File: src/rtl/if_pkg.sv
// Shared types and constants for the instruction-fetch prefetch path.
// A queue entry pairs a fetched word with the address it was fetched from.
package if_pkg;

  localparam int XLEN = 32;
  localparam logic [XLEN-1:0] NOP_INSTR = 32'h0000_0013;

  typedef struct packed {
    logic [XLEN-1:0] pc;
    logic [XLEN-1:0] instr;
  } fetch_entry_t;

  // Fetches are always word aligned, so redirect targets lose their low two bits.
  function automatic logic [XLEN-1:0] align_word(input logic [XLEN-1:0] a);
    return a & {{(XLEN-2){1'b1}}, 2'b00};
  endfunction

endpackage

File: src/rtl/if_sync_fifo.sv
// Small synchronous FIFO with a combinational head and a flush input.
// Flush has priority over push and pop in the same cycle.
module if_sync_fifo #(
  parameter type T     = logic [31:0],
  parameter int  DEPTH = 4
) (
  input  logic                         clk,
  input  logic                         rst_n,
  input  logic                         i_clear,
  input  logic                         i_push,
  input  T                             i_data,
  input  logic                         i_pop,
  output T                             o_head,
  output logic                         o_full,
  output logic                         o_empty,
  output logic [$clog2(DEPTH+1)-1:0]   o_count
);

  localparam int AW = $clog2(DEPTH);
  localparam int CW = $clog2(DEPTH+1);

  T                r_mem [DEPTH];
  logic [AW-1:0]   r_wr_ptr;
  logic [AW-1:0]   r_rd_ptr;
  logic [CW-1:0]   r_count;
  logic            w_push;
  logic            w_pop;

  assign o_full  = (r_count == CW'(DEPTH));
  assign o_empty = (r_count == '0);
  assign o_count = r_count;
  assign o_head  = r_mem[r_rd_ptr];

  assign w_push = i_push && !i_clear && !o_full;
  assign w_pop  = i_pop  && !i_clear && !o_empty;

  // DEPTH is a power of two, so pointers wrap on their own.
  always_ff @(posedge clk or negedge rst_n) begin
    if (!rst_n) begin
      r_wr_ptr <= '0;
      r_rd_ptr <= '0;
      r_count  <= '0;
    end else if (i_clear) begin
      r_wr_ptr <= '0;
      r_rd_ptr <= '0;
      r_count  <= '0;
    end else begin
      if (w_push) r_wr_ptr <= r_wr_ptr + AW'(1);
      if (w_pop)  r_rd_ptr <= r_rd_ptr + AW'(1);
      r_count <= r_count + CW'(w_push) - CW'(w_pop);
    end
  end

  always_ff @(posedge clk) begin
    if (w_push) r_mem[r_wr_ptr] <= i_data;
  end

endmodule

File: src/rtl/if_prefetch_buffer.sv
// Instruction prefetcher: issues in-order word fetches, queues {pc, instr}
// responses and hands the head to decode; a redirect flushes and drops in-flight data.
module if_prefetch_buffer
  import if_pkg::*;
#(
  parameter int              DEPTH           = 4,
  parameter int              MAX_OUTSTANDING = 2,
  parameter logic [XLEN-1:0] RESET_PC        = '0
) (
  input  logic            clk,
  input  logic            rst,
  input  logic            pcsrc,
  input  logic [XLEN-1:0] pctarget,
  input  logic            stall_d,
  output logic            instr_valid,
  output logic [XLEN-1:0] instruction,
  output logic [XLEN-1:0] pc,
  output logic [XLEN-1:0] pc4,
  output logic            imem_req,
  output logic [XLEN-1:0] imem_addr,
  input  logic            imem_gnt,
  input  logic            imem_rvalid,
  input  logic [XLEN-1:0] imem_rdata
);

  localparam int CW = $clog2(DEPTH+1);
  localparam int OW = $clog2(MAX_OUTSTANDING+1);

  logic [XLEN-1:0] r_fetch_pc;
  logic [XLEN-1:0] r_resp_pc;
  logic [OW-1:0]   r_outstanding;
  logic [OW-1:0]   r_discard;

  logic [CW-1:0]   w_count;
  logic            w_empty;
  logic            w_full;
  fetch_entry_t    w_head;
  fetch_entry_t    w_push_entry;
  logic [31:0]     w_slots_used;
  logic            w_issue;
  logic            w_resp;
  logic            w_drop;
  logic            w_push;
  logic            w_pop;
  logic [OW-1:0]   w_outstanding_next;

  // Outstanding requests hold a queue slot so a response can always be accepted.
  assign w_slots_used = 32'(w_count) + 32'(r_outstanding);

  assign imem_req  = rst && !pcsrc
                   && (r_outstanding < OW'(MAX_OUTSTANDING))
                   && (w_slots_used < 32'(DEPTH));
  assign imem_addr = r_fetch_pc;

  assign w_issue = imem_req && imem_gnt;
  assign w_resp  = imem_rvalid && (r_outstanding != '0);
  assign w_drop  = w_resp && (r_discard != '0);
  assign w_push  = w_resp && !w_drop && !pcsrc;
  assign w_pop   = instr_valid && !stall_d;

  assign w_outstanding_next = r_outstanding + OW'(w_issue) - OW'(w_resp);

  assign w_push_entry = '{pc: r_resp_pc, instr: imem_rdata};

  if_sync_fifo #(
    .T     (fetch_entry_t),
    .DEPTH (DEPTH)
  ) u_queue (
    .clk     (clk),
    .rst_n   (rst),
    .i_clear (pcsrc),
    .i_push  (w_push),
    .i_data  (w_push_entry),
    .i_pop   (w_pop),
    .o_head  (w_head),
    .o_full  (w_full),
    .o_empty (w_empty),
    .o_count (w_count)
  );

  assign instr_valid = !w_empty && !pcsrc;

  always_comb begin
    instruction = NOP_INSTR;
    pc          = '0;
    pc4         = '0;
    if (!w_empty) begin
      instruction = w_head.instr;
      pc          = w_head.pc;
      pc4         = w_head.pc + XLEN'(4);
    end
  end

  // On redirect every request still in flight, including one granted this
  // cycle, is marked for discard; a response arriving this cycle is dropped too.
  always_ff @(posedge clk or negedge rst) begin
    if (!rst) begin
      r_fetch_pc    <= RESET_PC;
      r_resp_pc     <= RESET_PC;
      r_outstanding <= '0;
      r_discard     <= '0;
    end else begin
      r_outstanding <= w_outstanding_next;
      if (pcsrc) begin
        r_fetch_pc <= align_word(pctarget);
        r_resp_pc  <= align_word(pctarget);
        r_discard  <= w_outstanding_next;
      end else begin
        if (w_issue) r_fetch_pc <= r_fetch_pc + XLEN'(4);
        if (w_push)  r_resp_pc  <= r_resp_pc + XLEN'(4);
        if (w_drop)  r_discard  <= r_discard - OW'(1);
      end
    end
  end

  always @(posedge clk) begin
    if (rst) begin
      a_rvalid_expected: assert (!(imem_rvalid && r_outstanding == '0));
      a_outstanding_max: assert (r_outstanding <= OW'(MAX_OUTSTANDING));
      a_slots_bound:     assert (w_slots_used <= 32'(DEPTH));
      a_discard_bound:   assert (r_discard <= r_outstanding);
      a_no_push_full:    assert (!(w_push && w_full && !w_pop));
      a_pc4_consistent:  assert (!instr_valid || (pc4 == pc + XLEN'(4)));
    end
  end

endmodule

File: config.mk
export PLATFORM = sky130hd
export DESIGN_NAME = if_prefetch_buffer
export DESIGN_NICKNAME = d
export VERILOG_FILES = /design/src/rtl/if_pkg.sv /design/src/rtl/if_sync_fifo.sv /design/src/rtl/if_prefetch_buffer.sv
export SDC_FILE = /design/constraint.sdc
export NUM_CORES = 1
export LEC_CHECK = 0
export CAP_MARGIN = 20
export CORE_MARGIN = 3
export CORE_UTILIZATION = 50
export CTS_BUF_LIST = sky130_fd_sc_hd__clkbuf_8
export CTS_CLUSTER_SIZE = 16
export DETAILED_ROUTE_END_ITERATION = 8
export GPL_ROUTABILITY_DRIVEN = 1
export GPL_TIMING_DRIVEN = 0
export PLACE_DENSITY = 0.74
export SLEW_MARGIN = 10
export SYNTH_ARGS = -nofsm -noshare
export SYNTH_HDL_FRONTEND = slang
export SYNTH_SLANG_ARGS = --single-unit
File: constraint.sdc
create_clock -name clk -period 3.1 [get_ports clk]
set_input_delay 0.31 -clock clk [delete_from_list [all_inputs] [get_ports clk]]
set_output_delay 0.31 -clock clk [all_outputs]
set_load 0.02 [all_outputs]
==> results.sh <==
export IMPL_routabilityCongestion=0.8755
export IMPL_die_y_um=175.5
export IMPL_final_max_slew_viol_count=0
export IMPL_syn_inst=978
export IMPL_drive_gt1_share_pct=23.44
export IMPL_clock_path_buffers=3
export IMPL_grt_max_degree=52
export IMPL_antenna_found_initial=1
export IMPL_dr_pass1_iters=7
export IMPL_slowest_stage="or4b_1"
export IMPL_layout_cells_non_filler=1696
export IMPL_ys_async_sr_fraction_pct=22.26
export IMPL_wl_um=36610
export IMPL_clkLatencyLatePin_ns=0.57
export IMPL_nets=1365
export IMPL_drcViolationCount=0
export IMPL_design_die_area_um2=30800
export IMPL_cts_tree="built"
export IMPL_critPathMaxStageDelay_ns=0.52
export IMPL_final_antenna_net_count=0
export IMPL_fin_crit_sh_pct=116.0
export IMPL_synth_most_common_cell="edfxtp_1"
export IMPL_finClkSkew_ns=0.02260
export IMPL_ys_top_cells_by_area="edfxtp_1 52%, dfrtp_1 12%, mux4_2 7.8%"
export IMPL_synth_top_area_cell="edfxtp_1"
export IMPL_max_slew_margin_rel_pct=44.39
export IMPL_total_power_mw=14.98
export IMPL_ys_ff_latch=319
export IMPL_grt_pass1_vias=9869
export IMPL_fillCellCount=2004
export IMPL_io_pins=200
export IMPL_cts_htree_levels=2
export IMPL_core_area_um2=28090
export IMPL_cp_max_fo=7
export IMPL_rsz0062_at_grt="true"
export IMPL_dpl_cell_count=1557
export IMPL_grt_pass1_wl_um=55570
export IMPL_synthTopCellsByCount="248 x edfxtp_1, 71 x dfrtp_1, 61 x nor2_1, 58 x nor2b_1, 57 x nand2_1"
export IMPL_overflow=0
export IMPL_critPathKind="flop to output pin"
export IMPL_antenna_cells=0
export IMPL_tightest_slew_ns=0.8265
export IMPL_clk_pin_slew_ns=0.07
export IMPL_hpwl_um=23580
export IMPL_rows=61
export IMPL_holdCritPathClass="primary input to asynchronous set/reset pin"
export IMPL_avgSynthCellArea_um2=14.69
export IMPL_synth_seq_area_share_pct=64.20
export IMPL_drt_iter0_drc=902
export IMPL_synthFlopType="edfxtp_1"
export IMPL_critPathArrivalTime_ns=3.29
export IMPL_synthToLayoutAreaGrowth_pct=29.83
export IMPL_vias=9902
export IMPL_vdd_drop_max_mv=0.3435
export IMPL_syn_area_um2=14370
export IMPL_crit_top_cell="buf_12"
export IMPL_die_x_um=175.5
export IMPL_cts_buffers=51
export IMPL_synth_top_area_share_pct=51.84
export IMPL_synth_edf_count=248
export IMPL_track_usage_pct=23.25
export IMPL_cts_sinks=319
export IMPL_setup_slack_ns=-0.4967
export IMPL_p_leak_nw=6.838
export IMPL_endpoint_kind="output pin"
export IMPL_period_needed_ns=3.597
export IMPL_setup_viol=23
export IMPL_outcome="complete, but fails checks"
export IMPL_cp_cell_sequence="buf_12 -> buf_12 -> mux4_2 -> ha_4 -> nand3_4 -> or4_4 -> or4b_1 -> nand2_2 -> buf_6"
export IMPL_start_kind="flop"
export IMPL_p_per_area_nw_per_um2=803.2
export IMPL_crit_required_ns=2.79
export IMPL_fmax_ghz=0.2780
export IMPL_io_buffers=191
export IMPL_viasPerCell=5.838
export IMPL_final_hold_viol_count=0
export IMPL_avgRoutedWirePerCell_um=21.59
export IMPL_synth_warnings=0
export IMPL_initial_core_util_pct=51.15
export IMPL_clock_root_buffer="clkbuf_8"
export IMPL_cap_violations=0
export IMPL_violations="negative setup slack"
export IMPL_ys_types=55
==> placed cells by master, fill, tap and decap left out, types with 19 or more instances in the layout <==
| cell | count |
|---|---|
| edfxtp_1 | 248 |
| clkdlybuf4s50_1 | 114 |
| dfrtp_1 | 71 |
| nor2_1 | 59 |
| mux4_2 | 59 |
| nor2b_1 | 58 |
| nand2_1 | 55 |
| clkbuf_8 | 54 |
| buf_4 | 53 |
| inv_1 | 43 |
| o21ai_0 | 40 |
| nand3_1 | 39 |
| dlygate4sd2_1 | 39 |
| xnor2_1 | 26 |
| nand4_1 | 23 |
| mux2_2 | 20 |
| buf_6 | 19 |
| xor2_1 | 19 |
==> routing by layer <==
metal / track usage, % / part of all wire (%) / vias up
met5: 0 / 0.041 / -
met4: 8.578 / 3.6 / 2
met3: 4.194 / 7.5 / 91
met2: 38.15 / 48 / 519
met1: 31.46 / 41 / 4926
li1: - / - / 4364
==> flip-flops by register name (all words and copies together), names as in the netlist <==
signal	count
u_queue.r_mem	248
imem_addr	30
r_resp_pc	30
u_queue.o_count	3
r_discard	2
r_outstanding	2
u_queue.r_rd_ptr	2
u_queue.r_wr_ptr	2
==> cell families (layout without fill, tap and decap cells) <==
family	after synthesis	in the layout	synth area share, %
flops	319	319	64.20
xor+xnor	46	46	2.804
fa+ha+maj	14	14	1.272
mux	93	93	12.31
buf+inv	74	409	2.456
other cells	1	6	0.02610
simple gates	335	335	12.78
compound gates	96	96	4.155
==> cell type report <==
type,count,area (um^2),share of cell area (%)
Buffer,47,389.1,2.086
Clock buffer,53,729.5,3.911
Clock inverter,37,195.2,1.046
Inverter,24,93.84,0.5031
Multi-Input combinational cell,590,5075,27.21
Sequential cell,319,9224,49.45
Tap cell,378,473.0,2.536
Timing Repair Buffer,248,2472,13.26
==> final timing paths <==
check	slack (ns)	depth (start not counted)	to	start
worst max-delay path	-0.50	9	pc4[30]	u_queue.r_rd_ptr[0]
worst min-delay path	0.32	3	imem_addr[25]	rst
worst max register to register	0.21	12	r_discard[1]	u_queue.o_count[1]
worst min register to register	0.57	0	u_queue.r_mem[2][52]	r_resp_pc[20]
max in group asynchronous	2.57	3	u_queue.o_count[1]	rst
min in group clk	0.37	3	r_resp_pc[26]	pctarget[26]
==> through the flow <==
| step | worst slack [ns] | utilization [%] | hold slack [ns] | cell area [um^2] | TNS [ns] |
|---|---|---|---|---|---|
| detailed placement | -0.8810 | 60.17 | 0.3137 | 16900 | -70.12 |
| global route | -0.5364 | 66.41 | 0.3041 | 18650 | -8.626 |
| finish | -0.4967 | 66.41 | 0.3213 | 18650 | -6.362 |
| global placement | -3.264 | 59.72 | 0.5285 | 16770 | -390.69 |
| CTS | -0.4525 | 65.60 | 0.3010 | 18430 | -5.404 |
| floorplan | 0.1557 | - | 0.01441 | 14390 | 0 |
==> timing repair <==
action / CTS / global route
endpoints found under the hold margin: 34 / 0
hold buffers: 2 / 0
pin swaps: 24 / 7
buffers inserted: 40 / 7
resized for setup: 249 / 61
endpoints found under the setup margin: 175 / 65
cloned: 3 / 0
==> worst max-delay path: cells and delay by family, from the launching register on <==
family | cells | cell delay, ns
adder cells (fa/ha/maj) | 1 | 0.18
multiplexers | 1 | 0.44
buffers and inverters | 3 | 0.42
flip-flops | 1 | 0.40
AND/OR/NAND/NOR | 4 | 1.26
==> power breakdown <==
part,leakage (nW),switching (mW),total [mW],internal [mW]
sequential,3.09,0.279,5.22,4.94
clock,0.546,1.57,3.30,1.74
combinational,3.20,3.58,6.46,2.89
total,6.84,5.42,15.0,9.56
(Power assumes the default switching activity.)
